## src/rtl/rom_arbiter.sv

```systemverilog
// Round-robin arbiter sharing a two-port ROM between NREQ read requesters.
// Up to two grants per cycle (one per ROM port); each requester acks two cycles after its grant.
//
// state  | meaning
// IDLE   | no access in flight; eligible for a grant when req is high
// ISSUED | address presented to a ROM port last cycle; data arrives this cycle
// ACK    | returned word captured; ack pulses for this one cycle
module rom_arbiter #(
    parameter int AWIDTH = 16,
    parameter int DWIDTH = 32,
    parameter int NREQ   = 4
) (
    input  logic                     clk_i,
    input  logic                     rst_i,
    input  logic [NREQ-1:0]          req_i,
    input  logic [NREQ*AWIDTH-1:0]   adr_i,
    output logic [NREQ-1:0]          ack_o,
    output logic [NREQ*DWIDTH-1:0]   dat_o,
    output logic [AWIDTH-1:0]        rom0_adr_o,
    input  logic [DWIDTH-1:0]        rom0_dat_i,
    output logic [AWIDTH-1:0]        rom1_adr_o,
    input  logic [DWIDTH-1:0]        rom1_dat_i,
    output logic                     busy_o
);

    localparam int RRW = $clog2(NREQ);

    typedef enum logic [1:0] {
        IDLE   = 2'd0,
        ISSUED = 2'd1,
        ACK    = 2'd2
    } state_t;

    state_t              state      [NREQ];
    state_t              state_next [NREQ];
    logic [NREQ-1:0]     tag;
    logic [NREQ*DWIDTH-1:0] dat;
    logic [RRW-1:0]      rr;
    logic [RRW-1:0]      rr_next;

    logic                grant0_vld;
    logic                grant1_vld;
    logic [RRW-1:0]      grant0_idx;
    logic [RRW-1:0]      grant1_idx;
    logic [RRW-1:0]      last_idx;
    logic [RRW-1:0]      idx;
    logic [RRW:0]        sum;
    logic [NREQ-1:0]     grant;
    logic [NREQ-1:0]     grant_port;

    // Scan from rr with wrap; first eligible goes to port 0, second to port 1.
    always_comb begin
        grant0_vld = 1'b0;
        grant1_vld = 1'b0;
        grant0_idx = '0;
        grant1_idx = '0;
        grant      = '0;
        grant_port = '0;
        sum        = '0;
        idx        = '0;
        for (int k = 0; k < NREQ; k++) begin
            sum = {1'b0, rr} + (RRW+1)'(k);
            if (sum >= (RRW+1)'(NREQ))
                sum = sum - (RRW+1)'(NREQ);
            idx = sum[RRW-1:0];
            if (req_i[idx] && state[idx] == IDLE) begin
                if (!grant0_vld) begin
                    grant0_vld = 1'b1;
                    grant0_idx = idx;
                    grant[idx] = 1'b1;
                end else if (!grant1_vld) begin
                    grant1_vld      = 1'b1;
                    grant1_idx      = idx;
                    grant[idx]      = 1'b1;
                    grant_port[idx] = 1'b1;
                end
            end
        end
    end

    always_comb begin
        last_idx = grant1_vld ? grant1_idx : grant0_idx;
        rr_next  = rr;
        if (grant0_vld) begin
            if (last_idx == RRW'(NREQ-1))
                rr_next = '0;
            else
                rr_next = last_idx + RRW'(1);
        end
    end

    always_comb begin
        rom0_adr_o = '0;
        rom1_adr_o = '0;
        if (grant0_vld)
            rom0_adr_o = adr_i[int'(grant0_idx)*AWIDTH +: AWIDTH];
        if (grant1_vld)
            rom1_adr_o = adr_i[int'(grant1_idx)*AWIDTH +: AWIDTH];
    end

    always_comb begin
        for (int i = 0; i < NREQ; i++) begin
            state_next[i] = state[i];
            case (state[i])
                IDLE:    if (grant[i]) state_next[i] = ISSUED;
                ISSUED:  state_next[i] = ACK;
                ACK:     state_next[i] = IDLE;
                default: state_next[i] = IDLE;
            endcase
        end
    end

    always_ff @(posedge clk_i or posedge rst_i) begin
        if (rst_i) begin
            rr  <= '0;
            tag <= '0;
            dat <= '0;
            for (int i = 0; i < NREQ; i++)
                state[i] <= IDLE;
        end else begin
            rr <= rr_next;
            for (int i = 0; i < NREQ; i++) begin
                state[i] <= state_next[i];
                if (state[i] == IDLE && grant[i])
                    tag[i] <= grant_port[i];
                // The port tag recorded at grant picks which ROM port carries this word.
                if (state[i] == ISSUED)
                    dat[i*DWIDTH +: DWIDTH] <= tag[i] ? rom1_dat_i : rom0_dat_i;
            end
        end
    end

    always_comb begin
        ack_o  = '0;
        busy_o = 1'b0;
        for (int i = 0; i < NREQ; i++) begin
            ack_o[i] = (state[i] == ACK);
            if (state[i] != IDLE)
                busy_o = 1'b1;
        end
    end

    assign dat_o = dat;

endmodule
```

## config.mk

```make
export PLATFORM = sky130hd
export DESIGN_NAME = rom_arbiter
export DESIGN_NICKNAME = d
export VERILOG_FILES = /design/src/rtl/rom_arbiter.sv
export SDC_FILE = /design/constraint.sdc
export NUM_CORES = 1
export LEC_CHECK = 0
export BUFFER_PORTS_ARGS = -buffer_cell sky130_fd_sc_hd__buf_2
export CAP_MARGIN = 20
export CORE_AREA = 2 2 142 144
export CTS_CLUSTER_SIZE = 14
export DETAILED_ROUTE_END_ITERATION = 7
export DIE_AREA = 0 0 144 146
export PLACE_DENSITY = 0.76
export SYNTH_ARGS = -nofsm -noshare
export SYNTH_HDL_FRONTEND = slang
export SYNTH_SLANG_ARGS = --single-unit
```

## constraint.sdc

```tcl
create_clock -name clk_i -period 3.75 [get_ports clk_i]
set_input_delay 0.1875 -clock clk_i [delete_from_list [all_inputs] [get_ports clk_i]]
set_output_delay 0.1875 -clock clk_i [all_outputs]
set_load 0.02 [all_outputs]
```

-- Word-level counts from Yosys, hierarchy flattened
Index checks and enable logic that the tools add are counted.
- add/subtract/negate cells: 8
- order comparisons: 16
- eq/ne operators: 13
- shifts and indexed selects: 2
- muxes and demuxes: 93
- bitwise logic cells: 9
- reductions and logical operators: 24
- operators by type and width (cell ; count):
    32-bit 2-to-1 mux ; 4
    64-bit by 7-bit variable part select with 16-bit output ; 2
    2-bit 2-to-1 mux ; 33
    4-bit 2-to-1 mux ; 16
    16-bit 2-to-1 mux ; 2
    1-bit 2-to-1 mux ; 22
    3-bit >= comparator (second input constant) ; 7
    4-bit bitwise OR ; 5
    2-bit binary-select mux with 2-bit select ; 4
    2-bit logical NOT ; 8
    2-bit case mux with 2 select lines ; 4
    1-bit logical AND ; 12
    2-bit by 3-bit < comparator with 1-bit output (second input constant) ; 4
    2-bit NOT with 3-bit output ; 4
    2-bit equality test (second input constant) ; 5
    1-bit binary-select mux with 2-bit select ; 4
    1-bit demux with 2-bit select ; 4
    2-bit by 1-bit equality test with 1-bit output (second input constant) ; 4
    2-bit by 1-bit >= comparator with 1-bit output (second input constant) ; 4
    2-bit inequality test (second input constant) ; 4
    2-bit nonzero test ; 4
    2-bit by 1-bit subtractor with 2-bit output (second input constant) ; 4
    2-bit by 2-bit adder with 3-bit output (second input constant) ; 2
    2-bit by 1-bit adder with 3-bit output (second input constant) ; 1
    2 further kinds ; 2
- register bits after elaboration: 142
- output and inout port bits: 165
- logic and storage cells: 178

-- Longest topological paths before layout
Gate-level depths: netlist of the first run.
- word-level depth: 21
- depth in mapped cells: 15
- mapped depth without buffers: 10

-- Worst setup path after synthesis of the first run
Ideal clock, no wire load.
- kind: reg2out
- start point: register rr[0]
- end point: output port rom1_adr_o[10]
- data arrival time: 3.374 ns
- required time: 3.562 ns
- slack: 0.188 ns
- stages on the path, launching flop included: 15
- cells stage by stage: dfrtp_1 > buf_4 > inv_4 > mux4_2 > buf_4 > ha_1 > nor2b_1 > o21ai_1 > a21oi_1 > or3_1 > buf_4 > nand2_4 > buf_2 > nand2_1 > a311oi_1
- word-level cells in the longest chain between the ends: 19
- elaborated cells between the ends (all ways): 66
- ends and longest elaborated chain (element ; RTL line ; source):
    start: declaration ; 38 ; logic [RRW-1:0] rr;
    start signal: assignment ; 121 ; rr <= rr_next;
    parallel branches: the longest is 18 deep, another holds 2-bit by 1-bit adder with 3-bit output ; n/a ;
    16-bit 2-to-1 mux * ; 97 ; if (grant1_vld)
    end: declaration ; 21 ; output logic [AWIDTH-1:0] rom1_adr_o,
Every way passes the cells marked *. The select of a mux whose other input is x is not followed.

-- Worst setup path in the final report of the first run
- start point: register rr[0]
- end point: output port rom1_adr_o[13]
Same word-level chain as after synthesis.

==> results of run 1 <==
critical path: stages (launching register included):
cell and delay [ns]:
dfrtp_1 0.41, inv_4 0.14, ha_1 0.26, or4b_1 0.56, a21boi_0 0.17, mux2_2 0.33, o31ai_4 0.33, buf_4 0.19
nand2_4 0.15, a311oi_1 0.31, buf_2 0.23
registers in the layout, indices dropped and copies added (netlist names):
register	cells
rr	2
dat_o	128
state	8
tag	4
metrics by stage:
stage	area, sq um	setup slack, ns	instances	hold WS (ns)	TNS, ns
floorplan	8830	0.188	922	0.384	0
global placement	10500	0.226	1428	0.456	0
detailed placement	10500	0.229	1428	0.464	0
CTS	11200	0.00298	1467	0.0347	0
global route	11400	-0.0360	1476	0.0661	-0.173
finish	11400	0.0554	1476	-0.0572	0
placed cells by master (no fill, tap or decap), types with 10 or more instances in the layout:
cell	count
buf_4	35
o21ai_0	131
a21oi_1	12
nand2_1	171
clkbuf_16	17
ha_1	10
and2_1	20
a221oi_1	14
mux2i_1	149
nor2b_1	19
inv_1	11
buf_2	297
dfrtp_1	135
a211oi_2	29
a311oi_1	15
final cells by class:
| type | count | area (sq um) | share of cell area [%] |
|---|---|---|---|
| Clock inverter | 14 | 180 | 1.59 |
| Inverter | 13 | 55.1 | 0.485 |
| Sequential cell | 142 | 3560 | 31.4 |
| Multi-Input combinational cell | 688 | 4960 | 43.7 |
| Clock buffer | 17 | 425 | 3.74 |
| Tap cell | 265 | 332 | 2.92 |
| Timing Repair Buffer | 337 | 1850 | 16.3 |
cell usage after synthesis (3+ instances only):
| cell | count | share of area, % |
|---|---|---|
| mux2i_1 | 149 | 17 |
| nor3b_1 | 3 | 0.26 |
| or3b_1 | 4 | 0.40 |
| a22o_1 | 4 | 0.40 |
| o21ai_1 | 6 | 0.34 |
| o21ai_0 | 131 | 7.4 |
| or2_1 | 3 | 0.21 |
| mux2_1 | 4 | 0.51 |
| nor3_1 | 9 | 0.51 |
| nor2b_1 | 20 | 1.4 |
| dfrtp_1 | 142 | 40 |
| and2_1 | 21 | 1.5 |
| nand2_1 | 171 | 7.3 |
| clkbuf_1 | 49 | 2.1 |
| nand2b_1 | 4 | 0.28 |
| a221oi_1 | 17 | 1.7 |
| a211oi_1 | 4 | 0.34 |
| o22ai_1 | 3 | 0.21 |
| nor4_1 | 3 | 0.21 |
| ha_1 | 10 | 1.4 |
| inv_1 | 12 | 0.51 |
| buf_4 | 13 | 1.1 |
| buf_1 | 6 | 0.26 |
| buf_2 | 10 | 0.57 |
| a21oi_1 | 12 | 0.68 |
| buf_6 | 4 | 0.51 |
| a311oi_1 | 16 | 1.6 |
| a221o_1 | 4 | 0.45 |
| a211oi_2 | 29 | 4.1 |
| nor2_1 | 7 | 0.30 |
| a22oi_1 | 6 | 0.51 |
| xnor2_1 | 5 | 0.50 |
logic make-up after synthesis:
kind of cell	share of synthesized area, %
and+or+nand+nor	14.4
adders and majority gates	1.42
xor gates and xnor gates	0.496
buffers and inverters	5.10
muxes	18.4
AOI/OAI and AO/OA	19.9
DFF	40.3
path summary, 6_finish.rpt:
check	start	to	slack (ns)	cells after the start
worst max-delay path	rr[0]	rom1_adr_o[13]	0.06	10
worst min-delay path	rst_i	state[1]	-0.06	3
worst max register to register	rr[0]	rr[1]	0.73	10
worst min register to register	dat_o[54]	dat_o[54]	0.47	2
max in group asynchronous	rst_i	dat_o[65]	3.15	3
min in group clk_i	rom0_dat_i[18]	dat_o[50]	0.10	3
routing by layer:
layer	wire, um	share of wire (%)	vias up	global-route usage, %
li1	-	-	3889	-
met1	11500	41	3915	31.6
met2	13400	48	373	43.1
met3	2270	8.0	62	6.84
met4	1040	3.7	0	9.71
met5	0	0	-	0
power groups by stage:
stage / logic [mW] / clock network [mW] / registers, mW
6_report: 9.42 / 1.76 / 2.77
5_1_grt: 10.1 / 1.85 / 2.86
4_1_cts: 8.94 / 1.78 / 2.76
3_5_place_dp: 8.71 / 0 / 2.78
3_3_place_gp: 8.59 / 0 / 2.76
2_1_floorplan: 5.63 / 0 / 3.51
timing repair:
item                       4_1_cts  5_1_grt
setup endpoints to repair       29       17
gates resized for setup          6       16
gates cloned                     0        3
pin swaps                        2        8
setup buffers                    8        5
==> impl_metrics.ini, run 1 <==
[outcome]
status = complete, but fails checks
violations = hold timing

[sta]
max_freq_mhz = 271
final_hold_viol_count = 25
period_minus_slack_ns = 3.69
hold_slack_ns = -0.0572
tightest_slew_ns = 0.911
finClkSkew_ns = 0.0152
rsz0062_at_grt = true
drv_slew = 0
setup_viol = 0
period_share_pct = 98.5
slew_headroom_pct = 39.3

[floorplanning]
die_h_um = 146
design.core.area_sq_mm = 0.0193
dieArea_sq_mm = 0.0210
die_w_um = 144
io_pins = 299
start_util_pct = 45.6
rows = 51

[logic_synthesis]
synthesis.instances = 922
yosys_warnings = 0
avgSynthCellArea_sq_um = 9.57
async_reset_ff_share_pct = 100
ys_ff_latch = 142
synth_edf_count = 0
ys_seq_area_share_pct = 40.3
syn_nets = 1066
yosys_most_used_dff = dfrtp_1
syn_area_sq_mm = 0.00883
ys_types = 68

[global_route]
grt_max_degree = 143
grt_overflow = 0
grt_pass1_vias = 7967
grt_pass1_wl_um = 42800
grt_util_all_layers_pct = 25.7
antenna_found_initial = 0

[placed_design]
gp_congestion = 0.884
hpwl_um = 19400
port_buffers = 298

[route]
routed_via_density = 5.58
num_vias = 8239
ant_nets = 0
firstDrtPassIters = 6
route.detailed.drc = 0
drt-wirelength-per-cell_um = 19.1
wirelength_um = 28200
drt_iter0_drc = 415

[clock_network]
cts_max_level = 4
cts_made_buffers = 17
clock_sinks = 142
clk_pin_slew_ns = 0.07
insertion_delay_ns = 0.42
cts_tree = yes
clockRootBuffer = clkbuf_16
clockBufferDepth = 2
postCtsHoldBufs = 0

[critical_path]
crit_fanout = 16
crit_path_end_kind = output pin
cp.required_ns = 3.56
start_kind = flip-flop
arrival_ns = 3.51
crit_type = reg -> out

[flow_run]
max_cap_viol_count = 0

[power]
p_switching_mw = 7.13
p_per_area_mw_per_mm2 = 1230
p_total_mw = 13.9
p_seq_share_pct = 19.9
p_sw_share_pct = 51.1
leakage_nw = 5.28
p_int_mw = 6.81
ir_drop_v = 0.00171
clkPwrFrac_pct = 12.6
power_frac_comb_pct = 67.6

[final_layout]
final_nets = 1343
fin_util_pct = 58.8
layout-drive-gt1-share_pct = 36.7
syn_to_final_growth_pct = 28.7
antennaDiodeCount = 0
fillers = 1684

[worst_hold_path]
hold_class = in -> async
Note: power is estimated with default switching activity, not from simulation.
==> run 2: changes to the inputs <==
Settings changed: CORE_AREA 2 2 142 144 to 2 2 135 137, DIE_AREA 0 0 144 146 to 0 0 137 139, PLACE_DENSITY 0.76 to 0.8.
Clock period 3.75 ns to 3.9 ns, I/O delays scaled along.
==> run 2 against run 1 <==
Net effect: the flow still finishes with violations (hold timing); flip-flop and latch count stayed put; wire length is 2.0% lower; sequential share of layout area is 0.69 points higher; critical endpoint unchanged; combinational power is 8.8% lower.
==> impl_metrics.ini, run 2 (synthesized netlist as in run 1, its figures left out) <==
[clock_network]
clk_pin_slew_ns = 0.06
clockBufferDepth = 2
clockRootBuffer = clkbuf_16
cts_max_level = 4
cts_tree = yes
clock_sinks = 142
insertion_delay_ns = 0.42
cts_made_buffers = 17
postCtsHoldBufs = 0

[route]
wl_met3_um = 2160
drt-wirelength-per-cell_um = 19.3
firstDrtPassIters = 5
met1_length_um = 10800
routed.top_layer = met4
dr_wl_met2_um = 13700
wirelength_um = 27600
route.detailed.drc = 0
routed_via_density = 5.77
num_vias = 8262
drt_iter0_drc = 451
ant_nets = 0

[sta]
period_minus_slack_ns = 3.78
slew_headroom_pct = 21.3
drv_slew = 0
setup_viol = 0
max_freq_mhz = 265
finClkSkew_ns = 0.00720
tightest_slew_ns = 1.18
period_share_pct = 96.8
final_hold_viol_count = 17
post-route-worst-setup-slack_ns = 0.124
hold_slack_ns = -0.0590

[floorplanning]
rows = 49
die_w_um = 137
start_util_pct = 50.0
dieArea_sq_mm = 0.0190
die_h_um = 139
design.core.area_sq_mm = 0.0177
io_pins = 299

[critical_path]
path_cells = inv_4, mux4_2, ha_1, nor2b_1, o21ai_0, a31oi_1, or3_4, buf_4, nand2_4, a221oi_1, a311oi_1, buf_2
crit_type = reg -> out
arrival_ns = 3.58
cpPeakStageDelay_ns = 0.53
r2r_end = rr[1]
r2r_cells = 9
cp.required_ns = 3.70
rr_startpoint = rr[1]
crit_fanout = 16
crit_path_end_kind = output pin
start_kind = flip-flop
r2r_slack_ns = 0.78
slowest_stage = mux4_2

[power]
clkPwrFrac_pct = 12.4
p_switching_mw = 6.62
p_per_area_mw_per_mm2 = 1160
ir_drop_v = 0.00129
p_total_mw = 12.9
p_sw_share_pct = 51.5
p_int_mw = 6.24
power_frac_comb_pct = 66.8
leakage_nw = 5.16
p_seq_share_pct = 20.7

[global_route]
grt_pass1_vias = 8095
grt_overflow = 0
grt_max_degree = 143
antenna_found_initial = 4
grt_pass1_wl_um = 42400
grt_util_all_layers_pct = 28.4

[placed_design]
port_buffers = 298
hpwl_um = 19500
dp_slack_ns = 0.311
gp_congestion = 0.920

[final_layout]
final_common_cell = buf_2
regArea_sq_mm = 0.00356
final_nets = 1330
fillers = 1458
largest_reg_flops = 128
layout-drive-gt1-share_pct = 35.4
final_cell_mix = buf_2 (298), nand2_1 (171), mux2i_1 (148)
syn_to_final_growth_pct = 26.0
multiInputGateArea_sq_mm = 0.00489

[worst_hold_path]
hold_class = in -> async

[outcome]
violations = hold timing
status = complete, but fails checks

[flow_run]
max_cap_viol_count = 0
## run 2: layout make-up
cell class              count  share of cell area, %
multi-input cells         687                   44.0
flip-flops and latches    142                   32.0
repair buffers            325                   15.6
clock buffers              19                   3.98
well taps                 229                   2.58
clock inverters            12                   1.22
inverters                  13                  0.495
diodes                      4                 0.0900
## run 2: power by group through the flow
stage,registers [mW],logic (mW),clock network [mW]
finish,2.67,8.59,1.60
global route,2.76,9.28,1.68
CTS,2.69,8.37,1.63
detailed placement,2.70,8.28,0
global placement,2.66,8.14,0
floorplan,3.38,5.42,0
## run 2: repair_timing
item / in CTS / in global routing
resized for setup: 4 / 6
buffers inserted: 0 / 4
pin swaps: 0 / 3
cloned: 0 / 2
setup endpoints to repair: 16 / 30
## run 2: metrics by stage
step / hold slack [ns] / cells / setup TNS (ns) / util, % / cell area, sq um
6_report: -0.0590 / 1431 / 0 / 63.0 / 11100
5_1_grt: 0.0260 / 1431 / -0.00987 / 63.0 / 11100
4_1_cts: 0.0375 / 1420 / 0 / 62.4 / 11000
3_5_place_dp: 0.465 / 1389 / 0 / 59.0 / 10400
3_3_place_gp: 0.456 / 1389 / 0 / 59.0 / 10400
2_1_floorplan: 0.391 / 922 / 0 / - / 8830
## run 2: how the worst max path moves through the flow
stage	startpoint	end	cells after the start
detailed placement	state[2]	rom1_adr_o[1]	12
global route	rr[1]	rom1_adr_o[0]	9
CTS	rr[0]	rom1_adr_o[13]	10
floorplan	rr[0]	rom1_adr_o[10]	14
global placement	state[2]	rom1_adr_o[1]	12
finish	rr[0]	rom1_adr_o[13]	12
## run 2: routing by layer
| layer | up-vias | track usage [%] |
|---|---|---|
| li1 | 3852 | - |
| met1 | 3984 | 33.2 |
| met2 | 373 | 48.3 |
| met3 | 53 | 7.38 |
| met4 | 0 | 12.9 |
| met5 | - | 0 |
## run 2: critical path: cells and delay by family, from the launching register on
family	cells	cell delay, ns
AOI/OAI and AO/OA	4	0.60
DFF	1	0.40
muxes	1	0.53
buffers and inverters	3	0.59
adders and majority gates	1	0.24
and+or+nand+nor	3	0.80
